[src/rtl/result_writer.sv]
// Serializes one captured packed vector into the on-chip buffer, one element per
// cycle across a contiguous (wrapping) address range, then holds `finished`.
module result_writer #(
  parameter int MaxWidth  = 9,
  parameter int Depth     = 32,
  parameter int DataWidth = 8,
  parameter int AddrWidth = $clog2(Depth)
) (
  input  logic                          clk,
  input  logic                          rst,
  input  logic                          writeStart,
  input  logic                          stall,
  input  logic [AddrWidth-1:0]          startAddr,
  input  logic [AddrWidth-1:0]          finalAddr,
  input  logic [MaxWidth*DataWidth-1:0] dataIn,
  output logic                          writeEn,
  output logic [AddrWidth-1:0]          writeAddr,
  output logic [DataWidth-1:0]          dataOut,
  output logic                          busy,
  output logic                          finished
);

  // state | meaning
  // IDLE  | waiting for writeStart, nothing captured
  // WRITE | issuing one buffer write per non-stalled cycle
  // DONE  | transfer complete, finished held high until next writeStart
  typedef enum logic [1:0] {IDLE, WRITE, DONE} stateType;

  localparam int CountWidth = $clog2(MaxWidth + 1);
  localparam int VecWidth   = MaxWidth * DataWidth;

  stateType              state, stateNext;
  logic [VecWidth-1:0]   dataReg, dataRegNext;
  logic [AddrWidth-1:0]  addrPtr, addrPtrNext;
  logic [CountWidth-1:0] remaining, remainingNext;
  logic                  writeEnNext, busyNext, finishedNext;
  logic [AddrWidth-1:0]  writeAddrNext;
  logic [DataWidth-1:0]  dataOutNext;

  logic [AddrWidth-1:0]  addrDiff;
  logic [AddrWidth:0]    span;
  logic [CountWidth-1:0] capCount;

  // Subtraction in AddrWidth bits gives the modulo-Depth wrap for free.
  always_comb begin
    addrDiff = finalAddr - startAddr;
    span     = {1'b0, addrDiff} + (AddrWidth+1)'(1);
    if (span > (AddrWidth+1)'(MaxWidth)) capCount = CountWidth'(MaxWidth);
    else                                 capCount = CountWidth'(span);
  end

  always_ff @(posedge clk or negedge rst) begin
    if (!rst) begin
      state     <= IDLE;
      dataReg   <= '0;
      addrPtr   <= '0;
      remaining <= '0;
      writeEn   <= 1'b0;
      writeAddr <= '0;
      dataOut   <= '0;
      busy      <= 1'b0;
      finished  <= 1'b0;
    end else begin
      state     <= stateNext;
      dataReg   <= dataRegNext;
      addrPtr   <= addrPtrNext;
      remaining <= remainingNext;
      writeEn   <= writeEnNext;
      writeAddr <= writeAddrNext;
      dataOut   <= dataOutNext;
      busy      <= busyNext;
      finished  <= finishedNext;
    end
  end

  always_comb begin
    stateNext     = state;
    dataRegNext   = dataReg;
    addrPtrNext   = addrPtr;
    remainingNext = remaining;
    writeEnNext   = 1'b0;
    writeAddrNext = writeAddr;
    dataOutNext   = dataOut;
    busyNext      = 1'b0;
    finishedNext  = 1'b0;

    case (state)
      IDLE, DONE: begin
        finishedNext = (state == DONE);
        if (writeStart) begin
          stateNext     = WRITE;
          dataRegNext   = dataIn;
          addrPtrNext   = startAddr;
          remainingNext = capCount;
          busyNext      = 1'b1;
          finishedNext  = 1'b0;
        end
      end

      WRITE: begin
        busyNext = 1'b1;
        // A stalled cycle freezes everything, including the final hand-off to DONE.
        if (!stall) begin
          if (remaining != '0) begin
            writeEnNext   = 1'b1;
            writeAddrNext = addrPtr;
            dataOutNext   = dataReg[DataWidth-1:0];
            dataRegNext   = dataReg >> DataWidth;
            addrPtrNext   = addrPtr + AddrWidth'(1);
            remainingNext = remaining - CountWidth'(1);
          end else begin
            stateNext    = DONE;
            busyNext     = 1'b0;
            finishedNext = 1'b1;
          end
        end
      end

      default: stateNext = IDLE;
    endcase
  end

endmodule

[config.mk]
export PLATFORM = sky130hd
export DESIGN_NAME = result_writer
export DESIGN_NICKNAME = d
export VERILOG_FILES = /design/src/rtl/result_writer.sv
export SDC_FILE = /design/constraint.sdc
export NUM_CORES = 1
export LEC_CHECK = 0
export ABC_AREA = 1
export CAP_MARGIN = 20
export CORE_AREA = 2 2 114 139
export DETAILED_ROUTE_END_ITERATION = 7
export DIE_AREA = 0 0 116 141
export GPL_ROUTABILITY_DRIVEN = 0
export PLACE_DENSITY = 0.53
export SLEW_MARGIN = 40
export SYNTH_ARGS = -nofsm -noshare
export SYNTH_HDL_FRONTEND = slang
export SYNTH_SLANG_ARGS = --single-unit
[constraint.sdc]
create_clock -name clk -period 3.9 [get_ports clk]
set_clock_uncertainty 0.05 [all_clocks]
set_input_delay 0.585 -clock clk [delete_from_list [all_inputs] [get_ports clk]]
set_output_delay 0.585 -clock clk [all_outputs]
set_load 0.005 [all_outputs]
==> impl_metrics.json, run 1 <==
{
  "io_buffers": 101,
  "async_reset_ff_share_pct": 100,
  "cts_root_buf": "clkbuf_16",
  "finalCritPeriodShare_pct": 67.7,
  "drv_cap": 0,
  "powerDensity_mw_per_mm2": 761,
  "overflow": 0,
  "drive_above_1_share_pct": 14.7,
  "n_antenna_cell": 0,
  "ir_worst_vdd_uv": 348,
  "grt_util_met3_pct": 2.54,
  "routed_wl_mm": 11.5,
  "tightest_slew_ns": 0.689,
  "hold_viol": 0,
  "critPathRequiredTime_ns": 4.12,
  "yosys.area_share.adder_pct": 2.32,
  "synthMuxAreaShare_pct": 0,
  "final_max_slew_viol_count": 0,
  "synth_xor_area_share_pct": 0.678,
  "chipHeight_um": 141,
  "fmax_mhz": 379,
  "grt_util_met2_pct": 23.6,
  "synth_warnings": 0,
  "cts_resized": 0,
  "layout_min_cycle_time_ns": 2.64,
  "yosysMostFrequentCell": "nand2_1",
  "drc": 0,
  "rsz0062_at_grt": "no",
  "final_nets": 743,
  "syn_area_sq_mm": 0.00517,
  "setup_viol": 0,
  "syn_to_final_growth_pct": 28.0,
  "core_sq_mm": 0.0151,
  "crit_path_end_kind": "flip-flop",
  "postCtsHoldBufs": 0,
  "cts_tree": "built",
  "synth_top_family_by_area": "compound AO/OA/AOI/OAI gates",
  "synthesis.nets": 661,
  "grt_max_degree": 79,
  "yosys.area_share.simple_pct": 11.6,
  "synth.avg_cell_area_sq_um": 9.13,
  "drt-vias-per-instance": 4.61,
  "crit_type": "flip-flop to flip-flop",
  "grt_pass1_vias": 3942,
  "clockBufferDepth": 2,
  "clk_pin_slew_ns": 0.07,
  "place_area_sq_mm": 0.00630,
  "synth_area_leader_cell": "dfrtp_1",
  "synth_flop_cell": "dfrtp_1",
  "grt_pass1_wl_mm": 19.1,
  "p_leak_nw": 3.06,
  "hp-class": "input pin to async pin",
  "cts_buffers": 9,
  "startpoint_type": "flip-flop",
  "dp_hpwl_mm": 8.06,
  "dieWidth_um": 116,
  "yosysUniqueCellTypes": 34,
  "timing.setup.tns_ns": 0,
  "track_usage_pct": 14.8,
  "use_met1_pct": 19.8,
  "synth_commonest_cells": "nand2_1 (109), dfrtp_1 (99), inv_1 (93), o211ai_2 (40), o21ai_0 (34)",
  "antenna_found_initial": 0,
  "synth_area_leaders": "dfrtp_1 (48%), o211ai_2 (9.7%), nand2_1 (7.9%)",
  "rows": 50,
  "clock-sinks": 99,
  "postRouteAntennaNets": 0,
  "num_vias": 3972,
  "htreeDepth": 3,
  "synth_compound_area_share_pct": 26.3,
  "cp_max_fo": 69,
  "outcome": "finished, final reports clean",
  "slew_headroom_pct": 54.0,
  "syn_inst": 566,
  "synth_top_area_share_pct": 47.9,
  "post_cts.repair.setup_buffers": 0,
  "insertion_delay_ns": 0.34,
  "drt_iter0_drc": 187,
  "ys_seq_area_share_pct": 47.9,
  "synth_edf_count": 0,
  "dieArea_sq_mm": 0.0164,
  "busiest_layer": "met2",
  "dr.pass1.iters": 6,
  "cp.arrival_ns": 2.86,
  "route.detailed.wl_per_inst_um": 13.3,
  "start_util_pct": 34.1,
  "ys_ff_latch": 99,
  "final_cell_area_sq_mm": 0.00661,
  "ios": 102
}
kinds of logic (layout without fill, tap and decap cells):
kind of cell,after synthesis,in the layout
xor+xnor,4,4
compound gates,175,175
buf+inv,132,219
flops,99,99
simple gates,147,147
fa+ha+maj,9,9
critical path: stages, from the launching register on:
cell and delay (ns):
dfrtp_1 0.34, inv_2 0.10, nor2_4 0.37, inv_2 0.20, or2_1 0.27, nand2_1 0.08
nand2_2 0.11, inv_6 0.46, buf_12 0.30, o211ai_2 0.11, o21ai_1 0.11
routing by layer:
| metal | vias up | part of all wire, % |
|---|---|---|
| li1 | 2030 | - |
| met2 | 90 | 47 |
| met3 | 14 | 4.4 |
| met1 | 1838 | 46 |
| met4 | 0 | 1.9 |
| met5 | - | 0 |
report_power, final:
group / total (mW) / switching [mW] / internal (mW)
clock: 0.939 / 0.376 / 0.563
combinational: 2.40 / 1.46 / 0.949
sequential: 1.69 / 0.163 / 1.52
total: 5.03 / 1.99 / 3.04
per-stage QoR:
step	cells	worst slack [ns]	power [mW]	hold WS (ns)	util, %
final	861	1.26	5.03	0.198	43.7
after global routing	861	0.952	5.50	0.266	43.7
after CTS	861	1.15	5.11	0.243	43.7
after detailed placement	845	1.04	4.14	0.427	41.6
after global placement	845	1.10	4.09	0.425	41.6
after floorplan	566	1.71	3.57	0.239	-
area by class of cell:
type / count / area [sq um]
clock buffer: 12 / 236
clock inverter: 4 / 75.1
fill: 1518 / 8530
inverter: 96 / 365
multi-input combinational: 335 / 2110
sequential: 99 / 2480
tap: 208 / 260
timing repair buffer: 107 / 1090
state kept, by name, summed over array words and instances (netlist names):
| signal | cells |
|---|---|
| dataReg | 72 |
| dataOut | 8 |
| addrPtr | 5 |
| writeAddr | 5 |
| remaining | 4 |
| state | 2 |
| busy | 1 |
| finished | 1 |
| writeEn | 1 |
layout by cell type (no fill, tap or decap), drive strengths merged:
| cell | n |
|---|---|
| fa | 1 |
| clkdlybuf4s50 | 100 |
| nand4 | 1 |
| a22oi | 1 |
| ha | 8 |
| nor3 | 2 |
| nand3 | 19 |
| nor2 | 13 |
| bufinv | 2 |
| or2 | 2 |
| o22ai | 3 |
| dfrtp | 99 |
| o21ai | 95 |
| clkinvlp | 2 |
| o211ai | 65 |
| xnor2 | 2 |
| clkbuf | 12 |
| inv | 96 |
| a21oi | 9 |
| nand2 | 110 |
| a21o | 1 |
| o21a | 1 |
| xor2 | 2 |
| buf | 7 |
final timing paths:
check / from / to / slack, ns / cells after the start
max: state[0] / dataReg[31] / 1.26 / 10
min: rst / dataReg[49] / 0.20 / 1
max reg2reg: state[0] / dataReg[31] / 1.26 / 10
min reg2reg: dataOut[4] / dataOut[4] / 0.44 / 2
max in group asynchronous: rst / dataReg[7] / 2.91 / 2
min in group clk: dataOut[4] / dataOut[4] / 0.44 / 2
No activity file was read; power rests on OpenSTA's default activity.
==> run 2, diff against run 1 <==
--- a/config.mk
+++ b/config.mk
@@ -11,7 +11,7 @@
 export DETAILED_ROUTE_END_ITERATION = 7
 export DIE_AREA = 0 0 116 141
 export GPL_ROUTABILITY_DRIVEN = 0
-export PLACE_DENSITY = 0.53
+export PLACE_DENSITY = 0.55
 export SLEW_MARGIN = 40
 export SYNTH_ARGS = -nofsm -noshare
 export SYNTH_HDL_FRONTEND = slang
==> constraint.sdc (replaced) <==
create_clock -name clk -period 2.2 [get_ports clk]
set_clock_uncertainty 0.05 [all_clocks]
set_input_delay 0.33 -clock clk [delete_from_list [all_inputs] [get_ports clk]]
set_output_delay 0.33 -clock clk [all_outputs]
set_load 0.005 [all_outputs]
==> impl_metrics.json, run 2 (synthesis results as in run 1) <==
{
  "outcome": "finished, final reports clean",
  "drc": 0,
  "dieWidth_um": 116,
  "crit_type": "input pin to flip-flop",
  "cp.arrival_ns": 2.30,
  "powerDensity_mw_per_mm2": 1350,
  "reg2reg_slack_ns": 0.27,
  "whs_path_depth": 5,
  "hold_start": "startAddr[0]",
  "num_vias": 4033,
  "grt_pass1_wl_mm": 19.8,
  "rows": 50,
  "track_usage_pct": 15.2,
  "n_antenna_cell": 0,
  "route.detailed.wl_per_inst_um": 13.4,
  "drt_iter0_drc": 229,
  "drive_above_1_share_pct": 18.2,
  "hp-class": "input pin to flip-flop",
  "dp_hpwl_mm": 8.43,
  "syn_to_final_growth_pct": 31.9,
  "fmax_mhz": 472,
  "postRouteAntennaNets": 0,
  "crit_path_end_kind": "flip-flop",
  "overflow": 0,
  "final_cell_area_sq_mm": 0.00681,
  "grt_pass1_vias": 4110,
  "postLayoutCoreUtil_pct": 45.0,
  "tightest_slew_ns": 0.620,
  "ir_worst_vdd_uv": 742,
  "clk_pin_slew_ns": 0.06,
  "layout_commonest_cell": "nand2_1",
  "insertion_delay_ns": 0.34,
  "top_regs": "dataReg (72), dataOut (8)",
  "hold_end": "addrPtr[0]",
  "io_buffers": 101,
  "drv_cap": 0,
  "ios": 102,
  "drt-vias-per-instance": 4.61,
  "crit_path_max_incr_delay_ns": 0.60,
  "core_sq_mm": 0.0151,
  "fill_cells": 1509,
  "cpMaxStageDelayCell": "fa_2",
  "slew_headroom_pct": 58.7,
  "cts_buffers": 9,
  "r2r-end": "addrPtr[2]",
  "p_leak_nw": 3.16,
  "largest_reg_flops": 72,
  "reg2reg_depth": 10,
  "dieArea_sq_mm": 0.0164,
  "clock-sinks": 99,
  "cts_root_buf": "clkbuf_16",
  "cts_tree": "built",
  "routed_wl_mm": 11.7,
  "final_max_slew_viol_count": 0,
  "grt_max_degree": 124,
  "critPathRequiredTime_ns": 2.38,
  "final_nets": 756,
  "finalCritPeriodShare_pct": 96.3,
  "top_register": "dataReg",
  "antenna_found_initial": 0,
  "final_cell_mix": "nand2_1 (108), dfrtp_1 (99), clkdlybuf4s50_1 (99)",
  "start_util_pct": 34.1,
  "htreeDepth": 3,
  "timing.rr.start": "state[0]",
  "path_cells": "clkdlybuf4s50_1 > inv_1 > ha_1 > inv_2 > fa_2 > ha_4 > inv_2 > nor2_4 > nand4_1 > nand2_2 > nand3_1 > nand2_1 > nand2_1",
  "post_cts.repair.setup_buffers": 0,
  "layout_min_cycle_time_ns": 2.12,
  "dr.pass1.iters": 4,
  "startpoint_type": "input pin",
  "place_area_sq_mm": 0.00643,
  "clockBufferDepth": 2,
  "cp_max_fo": 4,
  "whs_ns": 0.334,
  "setup_viol": 0,
  "hold_viol": 0,
  "chipHeight_um": 141
}
==> run 2: per-layer routing <==
layer,share of wire (%),GRT usage [%]
met2,48,24.9
met5,0,0
met4,1.7,5.83
met3,3.9,2.67
met1,46,19.9
==> run 2: how the worst max path moves through the flow <==
stage	startpoint	end	slack, ns	depth (start not counted)
floorplan	finalAddr[0]	remaining[0]	0.26	12
global placement	startAddr[0]	remaining[0]	-0.29	12
detailed placement	startAddr[0]	remaining[0]	-0.42	12
CTS	startAddr[0]	remaining[0]	0.01	12
global route	finalAddr[0]	remaining[0]	-0.0002	13
finish	finalAddr[0]	remaining[0]	0.08	13
==> run 2: power by group <==
part	internal [mW]	leakage [nW]	switching [mW]
logic	1.84	1.78	2.66
registers	2.70	1.22	0.275
clock network	1.03	0.155	0.686
total	5.56	3.16	3.62
==> run 2: area by class of cell <==
type | count | area, sq um | share of cell area, %
Clock inverter | 6 | 88.8 | 1.30
Tap cell | 208 | 260 | 3.82
Timing Repair Buffer | 120 | 1230 | 18.1
Multi-Input combinational cell | 335 | 2150 | 31.6
Sequential cell | 99 | 2480 | 36.4
Inverter | 96 | 365 | 5.36
Clock buffer | 10 | 239 | 3.51
==> run 2: repair_timing <==
item	CTS	global route
pin swaps	0	7
setup endpoints to repair	4	4
gates resized for setup	1	12
endpoints found under the hold margin	36	0
hold buffers	1	0
==> run 2: stage by stage <==
step	cells	TNS [ns]	worst slack, ns	total power [mW]
2_1_floorplan	566	0	0.263	6.33
3_3_place_gp	857	-1.09	-0.289	7.45
3_5_place_dp	857	-1.60	-0.424	7.55
4_1_cts	874	0	0.0111	9.30
5_1_grt	874	-0.000206	-0.000206	10.0
6_report	874	0	0.0817	9.18
==> run 2: critical path: cells and delay by family <==
kind / cells / cell delay, ns
and+or+nand+nor: 6 / 0.54
buffers and inverters: 4 / 0.53
adders and majority gates: 3 / 0.90
